==> config.mk <==
export PLATFORM = sky130hd
export DESIGN_NAME = ram512_block_mover
export DESIGN_NICKNAME = d
export VERILOG_FILES = /design/src/rtl/ram512_mover_pkg.sv /design/src/rtl/ram512_block_mover.sv
export SDC_FILE = /design/constraint.sdc
export NUM_CORES = 1
export LEC_CHECK = 0
export ABC_CLOCK_PERIOD_IN_PS = 3540
export BUFFER_PORTS_ARGS = -buffer_cell sky130_fd_sc_hd__clkbuf_2
export CAP_MARGIN = 15
export CORE_ASPECT_RATIO = 1.2
export CORE_MARGIN = 1
export CORE_UTILIZATION = 53
export DETAILED_ROUTE_END_ITERATION = 8
export GPL_ROUTABILITY_DRIVEN = 0
export GPL_TIMING_DRIVEN = 0
export PLACE_DENSITY = 0.79
export SKIP_LAST_GASP = 1
export SLEW_MARGIN = 20
export SYNTH_ARGS = -nofsm -noshare
export SYNTH_HDL_FRONTEND = slang
export SYNTH_SLANG_ARGS = --single-unit
==> constraint.sdc <==
create_clock -name clk -period 3.54 [get_ports clk]
set_input_delay 0.177 -clock clk [delete_from_list [all_inputs] [get_ports clk]]
set_output_delay 0.177 -clock clk [all_outputs]
set_load 0.1 [all_outputs]
==> src/rtl/ram512_mover_pkg.sv <==
// ram512_mover_pkg
//   Shared constants and the FSM state type for ram512_block_mover.
//   ADDR_W : RAM address width (512 words)
//   DATA_W : RAM word width
//   LEN_W  : transfer length width; one bit wider than ADDR_W so that a
//            full-RAM transfer (512 words) is representable.
package ram512_mover_pkg;

  localparam int ADDR_W = 9;
  localparam int DATA_W = 16;
  localparam int LEN_W  = 10;

  typedef enum logic [1:0] {
    IDLE,
    RD,
    WR,
    DONE
  } mover_state_t;

endpackage

==> src/rtl/ram512_block_mover.sv <==
// ram512_block_mover
//   Bus master that copies a block of words inside a ram512, one word at a
//   time (read cycle, then write cycle), ascending, with address wrap
//   modulo 512. Optional fill mode writes a constant pattern instead.
//
//   Optional feature macro: RAM512_BLOCK_MOVER_FILL_EN
//     defined   -> fill_mode / fill_value ports exist, fill skips RD
//     undefined -> copy only
//
// Ports:
//   clk, rst_n      : rising-edge clock, asynchronous active-low reset
//   start           : request pulse, honoured only in IDLE
//   src_addr        : first source word address
//   dst_addr        : first destination word address
//   len             : word count 0..512
//   busy            : high while a transfer is in progress (through DONE)
//   done            : one-cycle completion pulse
//   mem_address     : to RAM address
//   mem_value       : to RAM value
//   mem_load        : to RAM load (write at rising edge while high)
//   mem_out         : from RAM out (combinational read of mem_address)
//   fill_mode       : (macro only) fill instead of copy
//   fill_value      : (macro only) fill pattern
module ram512_block_mover
  import ram512_mover_pkg::*;
#(
  parameter int ADDR_W = ram512_mover_pkg::ADDR_W,
  parameter int DATA_W = ram512_mover_pkg::DATA_W
) (
  input  logic              clk,
  input  logic              rst_n,
  input  logic              start,
  input  logic [ADDR_W-1:0] src_addr,
  input  logic [ADDR_W-1:0] dst_addr,
  input  logic [ADDR_W:0]   len,
  output logic              busy,
  output logic              done,
  output logic [ADDR_W-1:0] mem_address,
  output logic [DATA_W-1:0] mem_value,
  output logic              mem_load,
`ifdef RAM512_BLOCK_MOVER_FILL_EN
  input  logic              fill_mode,
  input  logic [DATA_W-1:0] fill_value,
`endif
  input  logic [DATA_W-1:0] mem_out
);

  mover_state_t state_q, state_d;

  logic [ADDR_W-1:0] src_q, src_d;
  logic [ADDR_W-1:0] dst_q, dst_d;
  logic [ADDR_W:0]   len_q, len_d;
  logic [ADDR_W:0]   i_q, i_d;
  logic [DATA_W-1:0] data_q, data_d;

  logic [ADDR_W-1:0] addr_q, addr_d;
  logic [DATA_W-1:0] value_q, value_d;
  logic              load_q, load_d;
  logic              busy_q, busy_d;
  logic              done_q, done_d;

`ifdef RAM512_BLOCK_MOVER_FILL_EN
  logic              fill_q, fill_d;
  logic [DATA_W-1:0] fval_q, fval_d;
`endif

  // Bus outputs are registered: they are computed from the *next* state and
  // next counter value, so the bus is valid for the whole cycle the FSM
  // spends in RD/WR and mem_load can be cleared by the async reset.
  always_comb begin
    state_d = state_q;
    src_d   = src_q;
    dst_d   = dst_q;
    len_d   = len_q;
    i_d     = i_q;
    data_d  = data_q;
`ifdef RAM512_BLOCK_MOVER_FILL_EN
    fill_d  = fill_q;
    fval_d  = fval_q;
`endif

    case (state_q)
      IDLE: begin
        if (start) begin
          src_d = src_addr;
          dst_d = dst_addr;
          len_d = len;
          i_d   = '0;
`ifdef RAM512_BLOCK_MOVER_FILL_EN
          fill_d = fill_mode;
          fval_d = fill_value;
          if (len == '0)     state_d = DONE;
          else if (fill_mode) state_d = WR;
          else               state_d = RD;
`else
          if (len == '0) state_d = DONE;
          else           state_d = RD;
`endif
        end
      end
      RD: begin
        data_d  = mem_out;
        state_d = WR;
      end
      WR: begin
        i_d = i_q + (ADDR_W+1)'(1);
        if (i_d == len_q) state_d = DONE;
`ifdef RAM512_BLOCK_MOVER_FILL_EN
        else if (fill_q)  state_d = WR;
`endif
        else              state_d = RD;
      end
      DONE: state_d = IDLE;
      default: state_d = IDLE;
    endcase

    addr_d  = '0;
    value_d = '0;
    load_d  = 1'b0;
    case (state_d)
      RD: addr_d = src_d + i_d[ADDR_W-1:0];
      WR: begin
        addr_d = dst_d + i_d[ADDR_W-1:0];
`ifdef RAM512_BLOCK_MOVER_FILL_EN
        value_d = fill_d ? fval_d : data_d;
`else
        value_d = data_d;
`endif
        load_d = 1'b1;
      end
      default: ;
    endcase

    busy_d = (state_d != IDLE);
    done_d = (state_d == DONE);
  end

  always_ff @(posedge clk or negedge rst_n) begin
    if (!rst_n) begin
      state_q <= IDLE;
      src_q   <= '0;
      dst_q   <= '0;
      len_q   <= '0;
      i_q     <= '0;
      data_q  <= '0;
      addr_q  <= '0;
      value_q <= '0;
      load_q  <= 1'b0;
      busy_q  <= 1'b0;
      done_q  <= 1'b0;
`ifdef RAM512_BLOCK_MOVER_FILL_EN
      fill_q  <= 1'b0;
      fval_q  <= '0;
`endif
    end else begin
      state_q <= state_d;
      src_q   <= src_d;
      dst_q   <= dst_d;
      len_q   <= len_d;
      i_q     <= i_d;
      data_q  <= data_d;
      addr_q  <= addr_d;
      value_q <= value_d;
      load_q  <= load_d;
      busy_q  <= busy_d;
      done_q  <= done_d;
`ifdef RAM512_BLOCK_MOVER_FILL_EN
      fill_q  <= fill_d;
      fval_q  <= fval_d;
`endif
    end
  end

  assign busy        = busy_q;
  assign done        = done_q;
  assign mem_address = addr_q;
  assign mem_value   = value_q;
  assign mem_load    = load_q;

endmodule

# Word level (Yosys, flattened, before mapping)
# Index checks and enable logic that the tools add are counted.
# totals
reg_bits	84
in_bits	47
output_inout_bits	28
wordCells	43
# op_classes
addsub	3
n_eq_ne	8
mux	14
n_reduce_logical	6
# ops
operator	count
two-way mux 9 bit	4
two-way mux 16 bit	2
one-hot mux 10 bit (2 select lines)	1
adder 9 bit	2
one-hot mux 9 bit (2 select lines)	1
adder 10 x 1 -> 10 bit (second input constant)	1
equality test 10 bit	1
zero test 10 bit	1
two-way mux 10 bit	1
equality test 2 bit (second input constant)	4
one-hot mux 2 bit (4 select lines)	1
two-way mux 2 bit	3
equality test 2 x 1 -> 1 bit (second input constant)	2
AND reduction 2 bit	2
nonzero test 2 bit	2
zero test 2 bit	1
inequality test 2 bit (second input constant)	1
two-way mux 1 bit	1

# Logic depth before layout (Yosys ltp)
# Gate-level depths: netlist (run 1).
# depth
depth_word	6
ltp_mapped	14
mapped_depth_nobuf	12

# Worst setup path before layout (run 1)
# OpenSTA, ideal clock, no wires.
# synth_path
path_kind	reg2reg
from	register state_q[0]
to	register addr_q[8] (netlist: mem_address[8])
setup_ns	0.119
arrival_time_ns	2.824
path_slack_ns	0.597
stages_incl_launch_ff	15
n_path_buf	2
synth_period_minus_slack_ns	2.943
path_cell_list	dfrtp_1 nor3b_2 buf_6 buf_2 mux2_1 mux2_2 ha_1 inv_1 fa_1 nor2b_1 o21ai_1 a21oi_1 o41ai_1 xnor2_1 and2_1
# synth_via
elab_chain_len	4
word_cells_on_any_way	14
cone_classes	add/sub (2); eq/ne (5); mux (6); reduce/logical (1)
# synth_rtl
item	line_no	rtl
from (decl)	ram512_block_mover.sv:48	mover_state_t state_q, state_d;
from (signal assigned)	ram512_block_mover.sv:156	state_q <= state_d;
zero test 2 bit	ram512_block_mover.sv:82	case (state_q)
two-way mux 9 bit	ram512_block_mover.sv:82	
net dst_d[0]	ram512_block_mover.sv:51	logic [ADDR_W-1:0] dst_q, dst_d;
adder 9 bit	ram512_block_mover.sv:123	addr_d = dst_d + i_d[ADDR_W-1:0];
one-hot mux 9 bit (2 select lines)	ram512_block_mover.sv:120	case (state_d)
net addr_d[8]	ram512_block_mover.sv:56	logic [ADDR_W-1:0] addr_q, addr_d;
to (signal assigned)	ram512_block_mover.sv:162	addr_q <= addr_d;
to (decl)	ram512_block_mover.sv:56	
# The timed path passes the listed nets, and every way through them passes these cells.
# A chain may end at the register's enable or synchronous reset.

# Final worst setup path (run 1)
# Ends and elaborated chain as after synthesis.

==> summary.txt, run 1 <==
Synth
  • Post-synthesis average cell area: 11.8 sq um
  • Yosys cell types: 49
  • Post-synth top flop: dfrtp_1
  • Post-Synth Adder-Cell Area: 0.0481
  • Post-synth EDFFs: 0
  • Sequential share of the synthesized area: 0.519
  • Post-synthesis mux area share: 0.137
  • Ys async rst share: 1.00
  • Synth warnings: 0
  • Mapped Area: 3280 sq um
  • Largest family of logic cells by synthesized area: simple AND/OR/NAND/NOR gates
  • Post-Syn Instances: 278
  • Synth Register Bits: 68
  • Post-Synth Simple-Gate Area: 0.148
  • Synth Area in XOR/XNOR: 0.0454
  • Synth Area in Compound Gates: 0.0729
  • Post-Syn Nets: 337

Critical path
  • R2R Path Start: state_q[0]
  • Crit Path Max Fanout: 19
  • CP endpoint kind: flip-flop
  • Required @ worst endpoint: 3.76 ns
  • CP startpoint kind: flip-flop
  • Critical path class: flip-flop to flip-flop
  • CP startpoint: state_q[0]
  • Crit path DAT: 3.36 ns

Drt
  • WL final: 6080 um
  • Drt first pass iters: 4
  • Vias: 2353
  • Vias/cell: 5.23
  • Drt drc: 0
  • WL/cell: 13.5 um
  • Post-DRT Antenna Nets: 0
  • Number of DRC markers in iteration 0: 91

Timing
  • Setup TNS: 0 ns
  • Min Tclk post-route: 3.14 ns
  • Slew headroom: 0.466
  • RSZ-0062 raised after global routing: no
  • Worst Tran Pin Value: 0.800 ns
  • Max frequency: 319 MHz
  • Setup WS post-layout: 0.402 ns
  • Period utilisation layout: 0.886
  • Setup Viol. Count Final: 0
  • Final Skew: 0.00831 ns
  • Max Slew Vio Count: 0
  • Final Hold Fails: 0

Global route
  • Initial antenna violation count: 0
  • Global route overflow: 0
  • Number of global-route vias before repair: 2326
  • GR Util All Layers: 0.215
  • Grt met2 use: 0.359
  • Grt met1 use: 0.260
  • Global-route wire length before repair: 10300 um
  • Met3 Use GR: 0.0575
  • Gr busiest metal: met2
  • Largest net degree at the start of global routing: 36

Floorplan
  • Core Area: 6010 sq um
  • Die footprint: 6510 sq um
  • Die height: 88.2 um
  • Die Span X: 73.8 um
  • Row cnt: 31
  • I/O pin cnt: 75
  • Starting density of the core: 0.545

Clock network
  • CTS Buffer Depth: 2
  • Root buf cell: clkbuf_8
  • Clk_lat worst skew: 0.33 ns
  • TritonCTS clock tree: built
  • TritonCTS Buffers: 9
  • Worst-path clk slew: 0.07 ns
  • CTS H-Tree Depth: 3
  • CTS sink count: 68

Layout
  • P&R area growth vs syn: 21.1%
  • Number of fill cells in the layout: 488
  • Non-filler instance count after layout: 450
  • Diode count: 0
  • Most frequent cells in the layout: clkbuf_2 (73), dfrtp_1 (68), and2_1 (21)
  • Most common cell after layout, fill and taps aside: clkbuf_2
  • Layout cells sized above 1: 0.332
  • Fin nets: 423

Power
  • Pleak: 1.95 nW
  • Pwr Density: 937 nW/um^2
  • Peak VDD IR: 0.560 mV
  • Tot Pwr: 3.72 mW

Run
  • Max_cap viols: 0

Placed design
  • Port-buffer cells: 74
  • Placed cell count: 435
  • Place WS: 0.149 ns
  • Final HPWL DP: 4680 um

Run status
  • Status: finished, final reports clean

Min path
  • Worst hold start: mem_out[10]
  • Worst Hold Class: primary input to flip-flop
area by class of cell:
cell class	count	area [sq um]	share of cell area
Multi-Input combinational cell	189	1480	0.373
Buffer	11	57.6	0.0145
Timing Repair Buffer	76	403	0.102
Inverter	9	33.8	0.00851
Clock inverter	5	52.6	0.0132
Sequential cell	68	1700	0.429
Tap cell	82	103	0.0259
Clock buffer	10	138	0.0347
cell usage after synthesis, drive strengths merged (2+ instances only):
library cell	count	area, sq um
nor3b	2	20.0
buf	7	43.8
o21ai	12	60.1
xnor2	10	87.6
nor4	2	12.5
a21o	2	15.0
o211ai	2	15.0
inv	9	33.8
xor2	7	61.3
clkbuf	5	18.8
nand2b	6	37.5
dfrtp	68	1700
a22o	3	26.3
nand2	12	45.0
nand4	2	12.5
o31ai	3	22.5
nor2	13	48.8
and3	5	31.3
nand3	5	42.5
and2	21	131
nor3	2	10.0
mux2	37	420
mux2i	3	30.0
nor2b	8	50.1
o22ai	2	12.5
ha	11	138
a21oi	6	30.0
cells by family after synthesis:
logic type,after synthesis
buffers and inverters,21
adders and majority gates,12
DFF,68
xor gates and xnor gates,17
and+or+nand+nor,83
AOI/OAI and AO/OA,37
muxes,40
state kept, by name, summed over array words and instances, names as in the netlist:
register and count:
mem_load 1, mem_value 16, src_q 9, mem_address 9, state_q 2, done 1
dst_q 9, busy 1, i_q 10, len_q 10
power by group:
group	switching (mW)	internal, mW	leakage (nW)
combinational	1.24	0.675	0.990
sequential	0.134	1.06	0.863
clock	0.277	0.337	0.0979
per-layer routing:
metal / share of wire / vias up
li1: - / 1134
met1: 0.42 / 1143
met2: 0.51 / 65
met3: 0.051 / 11
met4: 0.018 / 0
met5: 0 / -
what timing repair did:
| item | CTS | global route |
|---|---|---|
| setup buffers | 0 | 0 |
| endpoints found under the hold margin | 33 | 0 |
| hold buffers | 1 | 0 |
| endpoints found under the setup margin | 0 | 2 |
| resized for setup | 0 | 0 |
path summary, 6_finish.rpt:
check | endpoint | slack, ns | cells after the start
setup / recovery | mem_address[8] | 0.40 | 13
hold / removal | mem_value[10] | 0.05 | 2
setup reg to reg | mem_address[8] | 0.40 | 13
hold reg to reg | dst_q[2] | 0.49 | 1
max in group asynchronous | dst_q[0] | 2.64 | 3
min in group asynchronous | len_q[8] | 0.36 | 2
worst max-delay path, cell delays in order (launching register included):
cell	delay [ns]
dfrtp_1	0.44
nor3b_2	0.27
buf_6	0.25
mux2_1	0.37
mux2_2	0.28
ha_1	0.20
inv_1	0.07
fa_1	0.18
nor2b_1	0.06
o21ai_1	0.17
a21oi_1	0.12
o41ai_1	0.36
xnor2_1	0.10
and2_1	0.16
metrics by stage:
step	hold slack, ns	instance area (sq um)	utilization
6_report	0.0468	3970	0.660
2_1_floorplan	-0.119	3280	-
4_1_cts	0.0307	3970	0.661
5_1_grt	0.0361	3970	0.660
3_5_place_dp	0.185	3770	0.628
3_3_place_gp	0.385	3750	0.624
Power figures use the tool's default switching activity.
==> run 2, diff against run 1 <==
Settings changed: CORE_UTILIZATION 53 to 55, CTS_BUF_LIST set to sky130_fd_sc_hd__clkbuf_4, PLACE_DENSITY 0.79 to 0.81.
==> summary.txt, run 2 (same netlist as run 1, synthesis figures left out) <==
Run status
  • Status: finished, final reports clean

Critical path
  • Flop2flop setup slack: 0.23 ns (-0.17 ns)
  • CP startpoint: state_q[0]
  • CP endpoint kind: flip-flop
  • CP startpoint kind: flip-flop
  • Critical Path Sink: mem_address[7]
  • Crit Path Max Fanout: 10 (-9)
  • Crit path DAT: 3.65 ns (+0.29 ns)
  • Required @ worst endpoint: 3.88 ns (+0.12 ns)
  • Critical path class: flip-flop to flip-flop
  • R2R cell count: 12 (-1)
  • R2R Path Start: state_q[0]
  • R2r endpoint: mem_address[7]

Floorplan
  • Starting density of the core: 0.575 (+0.0293)
  • Die height: 86.6 um (-1.8%)
  • Row cnt: 30 (-3.2%)
  • Die footprint: 6270 sq um (-3.5%)
  • I/O pin cnt: 75 (unchanged)
  • Die Span X: 72.5 um (-1.8%)
  • Core Area: 5710 sq um (-5.1%)

Min path
  • Worst hold start: dst_addr[6]
  • Worst Hold Class: primary input to flip-flop

Timing
  • Final Skew: 0.0102 ns (+0.00187 ns)
  • Slew headroom: 0.484 (+0.0183)
  • Final hold slack: 0.0172 ns (-0.0296 ns)
  • Min Tclk post-route: 3.31 ns (+0.172 ns)
  • Setup Viol. Count Final: 0 (unchanged)
  • Setup WS post-layout: 0.230 ns (-0.172 ns)
  • Period utilisation layout: 0.935 (+0.0485)
  • Max frequency: 302 MHz (-5.2%)
  • Max Slew Vio Count: 0 (unchanged)
  • Worst Tran Pin Value: 0.773 ns (-0.0273 ns)
  • Final Hold Fails: 0 (unchanged)
  • Setup TNS: 0 ns (unchanged)
  • RSZ-0062 raised after global routing: no

Power
  • Pleak: 2.12 nW (+8.5%)
  • Peak VDD IR: 0.450 mV (-20%)
  • Tot Pwr: 3.72 mW (about the same)
  • Pwr Density: 856 nW/um^2 (-8.7%)

Layout
  • Fin nets: 463 (+9.5%)
  • Largest register FFs: 16 (unchanged)
  • Layout cells sized above 1: 0.303 (-0.0283)
  • Diode count: 0 (unchanged)
  • Most frequent cells in the layout: clkbuf_2 (73), dfrtp_1 (68), dlygate4sd3_1 (40)
  • Most common cell after layout, fill and taps aside: clkbuf_2
  • P&R area growth vs syn: 32.6%

Drt
  • Drt first pass iters: 4 (unchanged)
  • WL/cell: 13.7 um (+1.4%)
  • Number of DRC markers in iteration 0: 105 (+15%)
  • Vias/cell: 5.12 (-2.0%)
  • Post-DRT Antenna Nets: 0 (unchanged)
  • Drt drc: 0 (unchanged)
  • WL final: 6690 um (+10%)
  • Vias: 2506 (+6.5%)

Global route
  • Global-route wire length before repair: 10800 um (+4.6%)
  • Global route overflow: 0 (unchanged)
  • GR Util All Layers: 0.232 (+0.0176)
  • Number of global-route vias before repair: 2444 (+5.1%)
  • Largest net degree at the start of global routing: 51 (+42%)
  • Initial antenna violation count: 0 (unchanged)

Clock network
  • CTS H-Tree Depth: 3 (unchanged)
  • Root buf cell: clkbuf_4
  • CTS Buffer Depth: 2 (unchanged)
  • CTS sink count: 68 (unchanged)
  • Post-CTS Repair Setup Buffers: 0 (unchanged)
  • TritonCTS clock tree: built
  • TritonCTS Buffers: 9 (unchanged)
  • Worst-path clk slew: 0.10 ns (+0.03 ns)
  • Clk_lat worst skew: 0.41 ns (+0.08 ns)

Placed design
  • Final HPWL DP: 4410 um (-5.8%)
  • Port-buffer cells: 74 (unchanged)
  • Place WS: 0.181 ns (+0.0326 ns)

Run
  • Max_cap viols: 0 (unchanged)
run 2: area by class of cell:
type                       instances  area (sq um)
buffer                            12          62.6
timing repair buffer             115           801
clock buffer                      11          82.6
inverter                           9          33.8
fill                             393          1360
clock inverter                     5          76.3
sequential                        68          1700
multi-input combinational        189          1490
tap                               80           100
run 2: worst min-delay path by stage:
stage / end / slack (ns) / cells after the start
after CTS: dst_q[6] / 0.0001 / 2
after detailed placement: src_q[7] / 0.11 / 1
after floorplan: busy / -0.12 / 0
final: dst_q[6] / 0.02 / 2
after global routing: src_q[5] / 0.01 / 2
after global placement: mem_value[15] / 0.38 / 2
run 2: layer usage:
metal | global-route usage | wire length, um
met1 | 0.273 | 2820
met2 | 0.407 | 3500
met3 | 0.0419 | 226
met4 | 0.112 | 147
met5 | 0 | 0
run 2: stage by stage:
| step | instances | utilization | instance area [sq um] |
|---|---|---|---|
| 6_report | 489 | 0.762 | 4350 |
| 5_1_grt | 489 | 0.762 | 4350 |
| 4_1_cts | 489 | 0.760 | 4340 |
| 3_5_place_dp | 433 | 0.662 | 3780 |
| 3_3_place_gp | 432 | 0.657 | 3750 |
| 2_1_floorplan | 278 | - | 3280 |
run 2: repair_timing:
action | CTS | global route
resized for setup | 0 | 1
hold buffers | 40 | 0
setup endpoints to repair | 0 | 1
endpoints found under the hold margin | 107 | 0
run 2: critical path: stages, from the launching register on:
cell and delay [ns]:
dfrtp_1 0.45, nor3b_2 0.26, buf_6 0.19, buf_2 0.31, mux2_1 0.37, mux2_2 0.27, ha_1 0.19, a21o_1 0.16
a21oi_1 0.22, o211ai_1 0.18, a21o_1 0.22, a21oi_1 0.22, mux2i_1 0.20
run 2: power by group:
group / leakage, nW / switching (mW) / internal [mW] / total (mW)
Combinational: 1.17 / 1.27 / 0.708 / 1.98
Sequential: 0.863 / 0.127 / 1.06 / 1.18
Clock: 0.0845 / 0.264 / 0.299 / 0.563
Total: 2.12 / 1.66 / 2.06 / 3.72
==> run 3, diff against run 2 <==
Settings changed: ABC_CLOCK_PERIOD_IN_PS 3540 to 4150, CORE_UTILIZATION 55 to 60, PLACE_DENSITY 0.81 to 0.87, SLEW_MARGIN 20 to unset.
Clock period 3.54 ns to 4.15 ns, I/O delays scaled along.
==> summary.txt, run 3 (same netlist as run 1, synthesis figures left out) <==
Critical path
  • Critical path class: flip-flop to flip-flop
  • CP endpoint kind: flip-flop
  • Required @ worst endpoint: 4.46 ns (+0.58 ns)
  • Flop2flop setup slack: 0.78 ns (+0.55 ns)
  • CP startpoint kind: flip-flop
  • Crit Path Max Fanout: 10 (unchanged)
  • Crit path DAT: 3.68 ns (+0.03 ns)

Clock network
  • Post-CTS Repair Setup Buffers: 0 (unchanged)
  • Post-CTS sizing: 0 (unchanged)
  • Clk_lat worst skew: 0.42 ns (about the same)
  • CTS H-Tree Depth: 3 (unchanged)
  • TritonCTS clock tree: built
  • Worst-path clk slew: 0.11 ns (about the same)
  • CTS Buffer Depth: 2 (unchanged)
  • Post-CTS Hold Buffers: 17 (-57%)
  • Root buf cell: clkbuf_4
  • CTS sink count: 68 (unchanged)
  • TritonCTS Buffers: 9 (unchanged)

Power
  • Net Sw Frac: 0.472 (+0.0263)
  • Pwr Density: 759 nW/um^2 (-11%)
  • Net Sw Power: 1.43 mW (-14%)
  • Peak VDD IR: 0.493 mV (+9.7%)
  • P_int: 1.60 mW (-22%)
  • Clock power share: 0.113 (-0.038)
  • Sequential power share: 0.334 (+0.016)
  • Comb pwr share: 0.553 (+0.022)
  • Pleak: 1.97 nW (-7.0%)

Timing
  • RSZ-0062 raised after global routing: no
  • Setup Viol. Count Final: 0 (unchanged)
  • Worst Tran Pin Value: 0.907 ns (+0.134 ns)
  • Final Hold Fails: 0 (unchanged)
  • Max Slew Vio Count: 0 (unchanged)
  • Setup WS post-layout: 0.782 ns (+0.552 ns)
  • Slew headroom: 0.395 (-0.0884)
  • Period utilisation layout: 0.811 (-0.123)
  • Max frequency: 297 MHz (-1.7%)
  • Min Tclk post-route: 3.37 ns (+0.0580 ns)
  • Final Skew: 0.0130 ns (+0.00283 ns)
  • Setup TNS: 0 ns (unchanged)

Layout
  • Most common cell after layout, fill and taps aside: clkbuf_2
  • P&R area growth vs syn: 22.0%
  • Most frequent cells in the layout: clkbuf_2 (73), dfrtp_1 (68), and2_1 (21)
  • Fin util: 0.760 (-0.00158)
  • Layout cells sized above 1: 0.313 (+0.00932)
  • Diode count: 0 (unchanged)
  • Number of fill cells in the layout: 336 (-15%)
  • Largest register FFs: 16 (unchanged)
  • Fin nets: 439 (-5.2%)
  • Non-filler instance count after layout: 446 (-8.8%)

Drt
  • Vias/cell: 5.39 (+5.1%)
  • WL/cell: 15.5 um (+13%)
  • WL final: 6920 um (+3.5%)
  • Drt drc: 0 (unchanged)
  • Met2 WL: 3490 um (-0.26%)
  • WL met3: 447 um (+98%)
  • Highest Signal Layer: met4
  • Drt first pass iters: 4 (unchanged)
  • Vias: 2402 (-4.2%)
  • Number of DRC markers in iteration 0: 205 (+95%)
  • Post-DRT Antenna Nets: 0 (unchanged)
  • WL met1: 2780 um (-1.5%)

Floorplan
  • Die footprint: 5760 sq um (-8.1%)
  • Die height: 83.0 um (-4.2%)
  • Die Span X: 69.5 um (-4.1%)
  • Row cnt: 29 (-3.3%)
  • I/O pin cnt: 75 (unchanged)
  • Core Area: 5260 sq um (-7.8%)
  • Starting density of the core: 0.623 (+0.0485)

Global route
  • Largest net degree at the start of global routing: 69 (+35%)
  • Number of global-route vias before repair: 2673 (+9.4%)
  • Global route overflow: 0 (unchanged)
  • GR Util All Layers: 0.269 (+0.0371)
  • Global-route wire length before repair: 11900 um (+10%)
  • Initial antenna violation count: 0 (unchanged)

Run status
  • Status: finished, final reports clean

Placed design
  • Port-buffer cells: 74 (unchanged)
  • Placed cell count: 414 (-4.4%)
  • Final HPWL DP: 4690 um (+6.3%)
  • Place WS: 0.807 ns (+0.626 ns)

Run
  • Max_cap viols: 0 (unchanged)

Min path
  • Worst Hold Class: primary input to flip-flop
run 3: area by class of cell:
cell class | count | area, sq um | area share
sequential | 68 | 1700 | 0.426
multi-input combinational | 189 | 1480 | 0.370
timing repair buffer | 91 | 543 | 0.136
tap | 62 | 77.6 | 0.0194
clock buffer | 9 | 67.6 | 0.0169
buffer | 12 | 62.6 | 0.0156
inverter | 9 | 33.8 | 0.00845
clock inverter | 6 | 32.5 | 0.00814
run 3: metal layers:
layer | track usage | up-vias
met2 | 0.448 | 75
met5 | 0 | -
met3 | 0.0765 | 19
li1 | - | 1172
met4 | 0.139 | 0
met1 | 0.315 | 1136
run 3: power groups by stage:
stage          registers [mW]  clock network, mW  logic (mW)
2_1_floorplan            1.53                  0       0.834
3_3_place_gp             1.02                  0        1.61
3_5_place_dp             1.03                  0        1.67
4_1_cts                  1.02              0.352        1.69
5_1_grt                  1.04              0.379        1.81
6_report                 1.01              0.342        1.68
run 3: stage by stage:
stage               area [sq um]  hold WS (ns)  total power [mW]
global route                4000       0.00465              3.23
global placement            3730         0.414              2.62
floorplan                   3280       -0.0881              2.36
detailed placement          3730         0.414              2.70
finish                      4000        0.0140              3.03
CTS                         4000       0.00120              3.05
run 3: worst max-delay path: stages, from the launching register on:
cell and delay (ns):
dfrtp_1 0.47, nor3b_2 0.27, buf_6 0.20, buf_2 0.28
mux2_1 0.37, mux2_2 0.29, ha_1 0.21, inv_1 0.07
fa_1 0.18, nor2b_1 0.06, o21ai_1 0.16, a21oi_1 0.12
o41ai_1 0.32, xnor2_1 0.09, and2_1 0.15
run 3: path summary, 6_finish.rpt:
check / start / endpoint / cells past startpoint
min in group asynchronous: rst_n / len_q[8] / 2
max in group asynchronous: rst_n / src_q[3] / 2
setup reg to reg: state_q[0] / mem_address[8] / 14
hold reg to reg: dst_q[4] / dst_q[4] / 1
setup / recovery: state_q[0] / mem_address[8] / 14
hold / removal: len[5] / len_q[5] / 2
